[src/rtl/tartaruga_pkg.sv]
// Shared pipeline types for the tartaruga core: instruction fields, stage
// payloads and the memory-stage FSM encoding.
package tartaruga_pkg;

    localparam int unsigned XLEN            = 32;
    localparam int unsigned REG_ADDR_W      = 5;
    localparam int unsigned FUNCT3_W        = 3;
    localparam int unsigned DMEM_WORD_BYTES = 4;

    typedef enum logic {
        ALU = 1'b0,
        MEM = 1'b1
    } alu_or_mem_t;

    // Decoded instruction fields carried down the pipeline
    typedef struct packed {
        logic [REG_ADDR_W-1:0] rd;
        logic                  write_enable;
        alu_or_mem_t           alu_or_mem;
        logic                  store_to_mem;
        logic [FUNCT3_W-1:0]   funct3;
    } instr_t;

    // Execute -> memory payload
    typedef struct packed {
        instr_t            instr;
        logic [XLEN-1:0]   data_rs2;
        logic [XLEN-1:0]   result;
        logic              branch_taken;
    } exe_to_mem_t;

    // Memory -> writeback payload
    typedef struct packed {
        instr_t            instr;
        logic [XLEN-1:0]   result;
        logic              branch_taken;
    } mem_to_wb_t;

    typedef enum logic [1:0] {
        IDLE      = 2'd0,
        REQ       = 2'd1,
        WAIT_RESP = 2'd2
    } mem_state_t;

endpackage

[src/rtl/mem_stage.sv]
// mem_stage: memory-access pipeline stage between execute and writeback.
// ALU ops retire one cycle after acceptance; loads/stores run a req/gnt/rvalid
// handshake on the data-memory port while ready_o holds execute off.
//
// Ports:
//   clk_i, rstn_i          clock, asynchronous active-low reset
//   exe_to_mem_i, valid_i  incoming instruction from execute
//   ready_o                stage can accept (combinational, IDLE only)
//   mem_to_wb_o, valid_o   registered result to writeback (1-cycle pulse)
//   dmem_*                 word-wide data-memory request/response port
//   misaligned_o           misaligned access flag, qualified by valid_o
//
// Optional feature: MEM_MISALIGN_CHECK_EN - when defined, misaligned memory ops
// are retired as faults without touching memory; otherwise the address is
// forced to word alignment and misaligned_o stays 0.
module mem_stage
    import tartaruga_pkg::*;
#(
    parameter int unsigned DMEM_ADDR_W = 32
) (
    input  logic                   clk_i,
    input  logic                   rstn_i,
    input  exe_to_mem_t            exe_to_mem_i,
    input  logic                   valid_i,
    output logic                   ready_o,
    output mem_to_wb_t             mem_to_wb_o,
    output logic                   valid_o,
    output logic                   dmem_req_o,
    output logic                   dmem_we_o,
    output logic [DMEM_ADDR_W-1:0] dmem_addr_o,
    output logic [XLEN-1:0]        dmem_wdata_o,
    input  logic                   dmem_gnt_i,
    input  logic                   dmem_rvalid_i,
    input  logic [XLEN-1:0]        dmem_rdata_i,
    output logic                   misaligned_o
);

    mem_state_t      r_state;
    instr_t          r_instr;
    logic [XLEN-1:0] r_result;
    logic            r_branch;

    logic                   w_accept;
    logic                   w_is_mem;
    logic [DMEM_ADDR_W-1:0] w_addr;

    assign ready_o  = (r_state == IDLE);
    assign w_accept = valid_i && ready_o;
    assign w_is_mem = (exe_to_mem_i.instr.alu_or_mem == MEM) || exe_to_mem_i.instr.store_to_mem;

`ifdef MEM_MISALIGN_CHECK_EN
    localparam int unsigned OFFSET_W = $clog2(DMEM_WORD_BYTES);

    logic   r_misaligned;
    logic   w_misaligned;
    instr_t w_fault_instr;

    assign w_addr       = DMEM_ADDR_W'(exe_to_mem_i.result);
    assign w_misaligned = |exe_to_mem_i.result[OFFSET_W-1:0];

    // A faulting access must not write the register file
    always_comb begin
        w_fault_instr              = r_instr;
        w_fault_instr.write_enable = 1'b0;
    end
`else
    localparam logic [DMEM_ADDR_W-1:0] OFFSET_MASK = DMEM_ADDR_W'(DMEM_WORD_BYTES - 1);

    // Byte offset dropped: the port is word addressed
    assign w_addr = DMEM_ADDR_W'(exe_to_mem_i.result) & ~OFFSET_MASK;
`endif

    // FSM, hold register, memory-port and writeback output registers
    always_ff @(posedge clk_i or negedge rstn_i) begin
        if (!rstn_i) begin
            r_state      <= IDLE;
            r_instr      <= '0;
            r_result     <= '0;
            r_branch     <= 1'b0;
            mem_to_wb_o  <= '0;
            valid_o      <= 1'b0;
            misaligned_o <= 1'b0;
            dmem_req_o   <= 1'b0;
            dmem_we_o    <= 1'b0;
            dmem_addr_o  <= '0;
            dmem_wdata_o <= '0;
`ifdef MEM_MISALIGN_CHECK_EN
            r_misaligned <= 1'b0;
`endif
        end else begin
            valid_o      <= 1'b0;
            misaligned_o <= 1'b0;
            unique case (r_state)
                IDLE: begin
                    if (w_accept) begin
                        if (w_is_mem) begin
                            r_state      <= REQ;
                            r_instr      <= exe_to_mem_i.instr;
                            r_result     <= exe_to_mem_i.result;
                            r_branch     <= exe_to_mem_i.branch_taken;
                            dmem_we_o    <= exe_to_mem_i.instr.store_to_mem;
                            dmem_addr_o  <= w_addr;
                            dmem_wdata_o <= exe_to_mem_i.data_rs2;
`ifdef MEM_MISALIGN_CHECK_EN
                            r_misaligned <= w_misaligned;
                            dmem_req_o   <= !w_misaligned;
`else
                            dmem_req_o   <= 1'b1;
`endif
                        end else begin
                            valid_o                  <= 1'b1;
                            mem_to_wb_o.instr        <= exe_to_mem_i.instr;
                            mem_to_wb_o.result       <= exe_to_mem_i.result;
                            mem_to_wb_o.branch_taken <= exe_to_mem_i.branch_taken;
                        end
                    end
                end

                REQ: begin
`ifdef MEM_MISALIGN_CHECK_EN
                    if (r_misaligned) begin
                        r_state                  <= IDLE;
                        valid_o                  <= 1'b1;
                        misaligned_o             <= 1'b1;
                        mem_to_wb_o.instr        <= w_fault_instr;
                        mem_to_wb_o.result       <= r_result;
                        mem_to_wb_o.branch_taken <= r_branch;
                    end else
`endif
                    if (dmem_gnt_i) begin
                        dmem_req_o <= 1'b0;
                        if (r_instr.store_to_mem) begin
                            r_state                  <= IDLE;
                            valid_o                  <= 1'b1;
                            mem_to_wb_o.instr        <= r_instr;
                            mem_to_wb_o.result       <= r_result;
                            mem_to_wb_o.branch_taken <= r_branch;
                        end else if (dmem_rvalid_i) begin
                            // Zero-latency response: skip WAIT_RESP
                            r_state                  <= IDLE;
                            valid_o                  <= 1'b1;
                            mem_to_wb_o.instr        <= r_instr;
                            mem_to_wb_o.result       <= dmem_rdata_i;
                            mem_to_wb_o.branch_taken <= r_branch;
                        end else begin
                            r_state <= WAIT_RESP;
                        end
                    end
                end

                WAIT_RESP: begin
                    if (dmem_rvalid_i) begin
                        r_state                  <= IDLE;
                        valid_o                  <= 1'b1;
                        mem_to_wb_o.instr        <= r_instr;
                        mem_to_wb_o.result       <= dmem_rdata_i;
                        mem_to_wb_o.branch_taken <= r_branch;
                    end
                end

                default: r_state <= IDLE;
            endcase
        end
    end

endmodule

[config.mk]
export PLATFORM = sky130hd
export DESIGN_NAME = mem_stage
export DESIGN_NICKNAME = d
export VERILOG_FILES = /design/src/rtl/tartaruga_pkg.sv /design/src/rtl/mem_stage.sv
export SDC_FILE = /design/constraint.sdc
export NUM_CORES = 1
export LEC_CHECK = 0
export BUFFER_PORTS_ARGS = -buffer_cell sky130_fd_sc_hd__buf_4
export CAP_MARGIN = 20
export CORE_ASPECT_RATIO = 1.75
export CORE_UTILIZATION = 56
export CTS_BUF_LIST = sky130_fd_sc_hd__clkbuf_8
export CTS_CLUSTER_SIZE = 10
export DETAILED_ROUTE_END_ITERATION = 8
export MAX_ROUTING_LAYER = met4
export PLACE_DENSITY = 0.89
export SLEW_MARGIN = 40
export SYNTH_ARGS = -nofsm -noshare
export SYNTH_HDL_FRONTEND = slang
export SYNTH_SLANG_ARGS = --single-unit
export TNS_END_PERCENT = 20
[constraint.sdc]
create_clock -name clk_i -period 5.6 [get_ports clk_i]
set_input_delay 0.56 -clock clk_i [delete_from_list [all_inputs] [get_ports clk_i]]
set_output_delay 0.56 -clock clk_i [all_outputs]
set_load 0.01 [all_outputs]
==> flow_summary.toml <==
[run_status]
outcome = "finished clean"

[finish]
nFillCells = 706
fin_nets = 826
postLayoutCellArea_um2 = 8203
drive_above_1_share_pct = 56.33
area_growth_pct = 31.65
antenna_cells = 0

[placement]
post-dp-hpwl_mm = 11.71
numPortBuffers = 222
placed_area_um2 = 7707
gp_congestion = 0.7949

[power_and_ir_drop]
power.density_nw_per_um2 = 668.3
power.share.sequential_pct = 30.8
p_leak_nw = 3.930
p_comb_share_pct = 52.0
irDropWorstVdd_mv = 0.3696
power.internal_w = 0.003497
switching_share_pct = 36.20
clockPowerShare_pct = 17.2
p_sw_w = 0.001985

[grt]
antenna_found_initial = 0
grt-ovfl-total = 0
grt_pass1_wl_mm = 24.70
gr-usage-all-layers_pct = 29.96
grt_max_degree = 68
grt_pass1_vias = 4998

[routing]
drt_wl_total_mm = 16.30
drt-pass1-iter-count = 4
antenna_left = 0
route.detailed.drc = 0
vias_per_cell = 5.663
avgRoutedWirePerCell_um = 19.20
vias = 4808
drt_iter0_drc = 256

[timing]
worst_pin_slew_ps = 785.6
skew_ps = 14.16
setup_violations = 0
min_period_ps = 2716
hold_viol = 0
max_clock_freq_ghz = 0.3681
rsz0062_at_grt = "no"
finalSetupTns_ps = 0
final_min_period_over_clock_period_pct = 48.51
slew_headroom_pct = 47.63
maxSlewViolCount = 0

[cts]
worstSkewPairLatency_ps = 440
cts_hold_buf = 0
cts-root-buf = "clkbuf_8"
numCtsBuffers = 17
htree_levels = 4
post_cts_resized = 0
clkSinkCount = 124
cts_tree = "done"
cts_setup_buffers = 0
path_clk_slew_ps = 70
ctsLongestPathBuffers = 2

[die]
num_io_pins = 226
die_x_um = 81.74
fp.coreArea_um2 = 10760
dieArea_um2 = 11570
start_util_pct = 57.91
dieHeight_um = 141.5
rows = 50

[worst_setup_path]
path_delay_family = "buffers and inverters"
cp-end-kind = "register"
cp.arrival_ps = 3030
cpMostUsedCell = "buf_4"
crit_path_start = "r_instr[3]$_DFFE_PN0P_"
slowest_stage = "dfrtp_1"
required_ps = 5920
cp_num_buf_inv = 2
cp_max_fo = 25
r2r_start = "r_instr[3]$_DFFE_PN0P_"
path_cells = "buf_4 -> nand2b_1 -> a21oi_2 -> a2111oi_4 -> buf_4 -> mux2_2"
startpoint_type = "register"
max_stage_delay_ps = 720
crit_type = "register to register"

[logic_synthesis]
synth-seq-cells = 124
synth_cell_types = 27
synth-edff-count = 0
synthTopCellsByCount = "124 x dfrtp_1, 119 x mux2_2, 35 x a21oi_1, 35 x nor2_1, 33 x buf_4"
synthTopCellsByArea = "dfrtp_1 50%, mux2_2 22%, mux2_4 4.8%, buf_4 4.0%, a22oi_1 3.9%"
synth_top_area_share_pct = 49.80
ys_seq_area_share_pct = 49.80
synthCells = 525
ys.warnings.count = 0
synth.most_common_cell = "dfrtp_1"
avgSynthCellArea_um2 = 11.87
netlist_area_um2 = 6231
synth_ff_type = "dfrtp_1"
synth_top_area_cell = "dfrtp_1"
async_flop_share_pct = 100.0

[job]
cap_violations = 0

[hold_path]
hold_class = "input port to asynchronous set/reset pin"
layout by cell type, fill, tap and decap left out, types with 16 or more instances in the layout:
cell / netlist / final
clkbuf_8: 0 / 22
a22oi_1: 32 / 32
dfrtp_1: 124 / 124
nor2_1: 35 / 34
nand2_1: 28 / 28
buf_4: 33 / 229
a21oi_1: 35 / 35
mux2_4: 20 / 20
mux2_2: 119 / 119
inv_1: 16 / 16
sequential cells by signal (all words and copies together), names as in the netlist:
register      cells
mem_to_wb_o      44
dmem_wdata_o     32
r_result         32
r_instr          11
r_state           2
dmem_req_o        1
r_branch          1
valid_o           1
worst reg2reg max path, delay by kind of cell (launching register included):
family	cells	cell delay, ps
buffers and inverters	2	850
flip-flops	1	720
AO/OA/AOI/OAI	2	420
multiplexers	1	420
AND/OR/NAND/NOR	1	190
metrics by stage:
step | worst slack (ps) | utilization (%) | power (W) | hold slack, ps | std cells
2_1_floorplan | 3364 | - | 0.003601 | 264.4 | 527
3_3_place_gp | 3064 | 71.63 | 0.004372 | 462.5 | 818
3_5_place_dp | 2933 | 71.63 | 0.004534 | 469.2 | 818
5_1_grt | 2785 | 76.23 | 0.005778 | 113.4 | 849
6_report | 2884 | 76.23 | 0.005482 | 85.11 | 849
4_1_cts | 2886 | 76.14 | 0.005503 | 202.7 | 849
final cells by class:
class / instances / area, µm² / share of cell area [%]
clock buffer: 22 / 302.8 / 3.691
clock inverter: 9 / 182.7 / 2.227
inverter: 16 / 60.06 / 0.7322
multi-input combinational: 317 / 2650 / 32.31
sequential: 124 / 3103 / 37.83
tap: 130 / 162.7 / 1.983
timing repair buffer: 231 / 1742 / 21.23
cells by family (layout without fill, tap and decap cells):
kind of cell	Yosys count	in the layout	share of synthesized area, %
other	1	3	0.06018
adders and majority gates	6	6	1.205
and+or+nand+nor	67	67	4.157
DFF	124	124	49.80
muxes	142	142	26.85
AOI/OAI and AO/OA	99	99	10.06
buffers and inverters	86	278	7.871
final timing paths:
path                            slack, ps                     endpoint  depth (start not counted)
worst max-delay path                 2880  mem_to_wb_o[38]$_DFFE_PN0P_                          6
worst min-delay path                   90      r_result[5]$_DFFE_PN0P_                          1
worst max register to register       2880  mem_to_wb_o[38]$_DFFE_PN0P_                          6
worst min register to register        490       r_instr[4]$_DFFE_PN0P_                          2
max in group asynchronous            4550  dmem_wdata_o[7]$_DFFE_PN0P_                          2
min in group clk_i                    350       r_state[1]$_DFFE_PN0P_                          2
per-layer routing:
metal  GRT usage, %  share of wire (%)
met5              -                  0
met4          18.37                5.4
met3          6.238                4.8
met2          50.80                 56
met1          30.61                 34
power by group through the flow:
| stage | combinational [W] | clock [W] | sequential, W |
|---|---|---|---|
| after floorplan | 0.00187 | 0 | 0.00173 |
| after global placement | 0.00272 | 0 | 0.00165 |
| after detailed placement | 0.00285 | 0 | 0.00169 |
| after CTS | 0.00286 | 0.000957 | 0.00168 |
| after global routing | 0.00305 | 0.000995 | 0.00173 |
| final | 0.00285 | 0.000941 | 0.00169 |
Power figures use the tool's default switching activity.
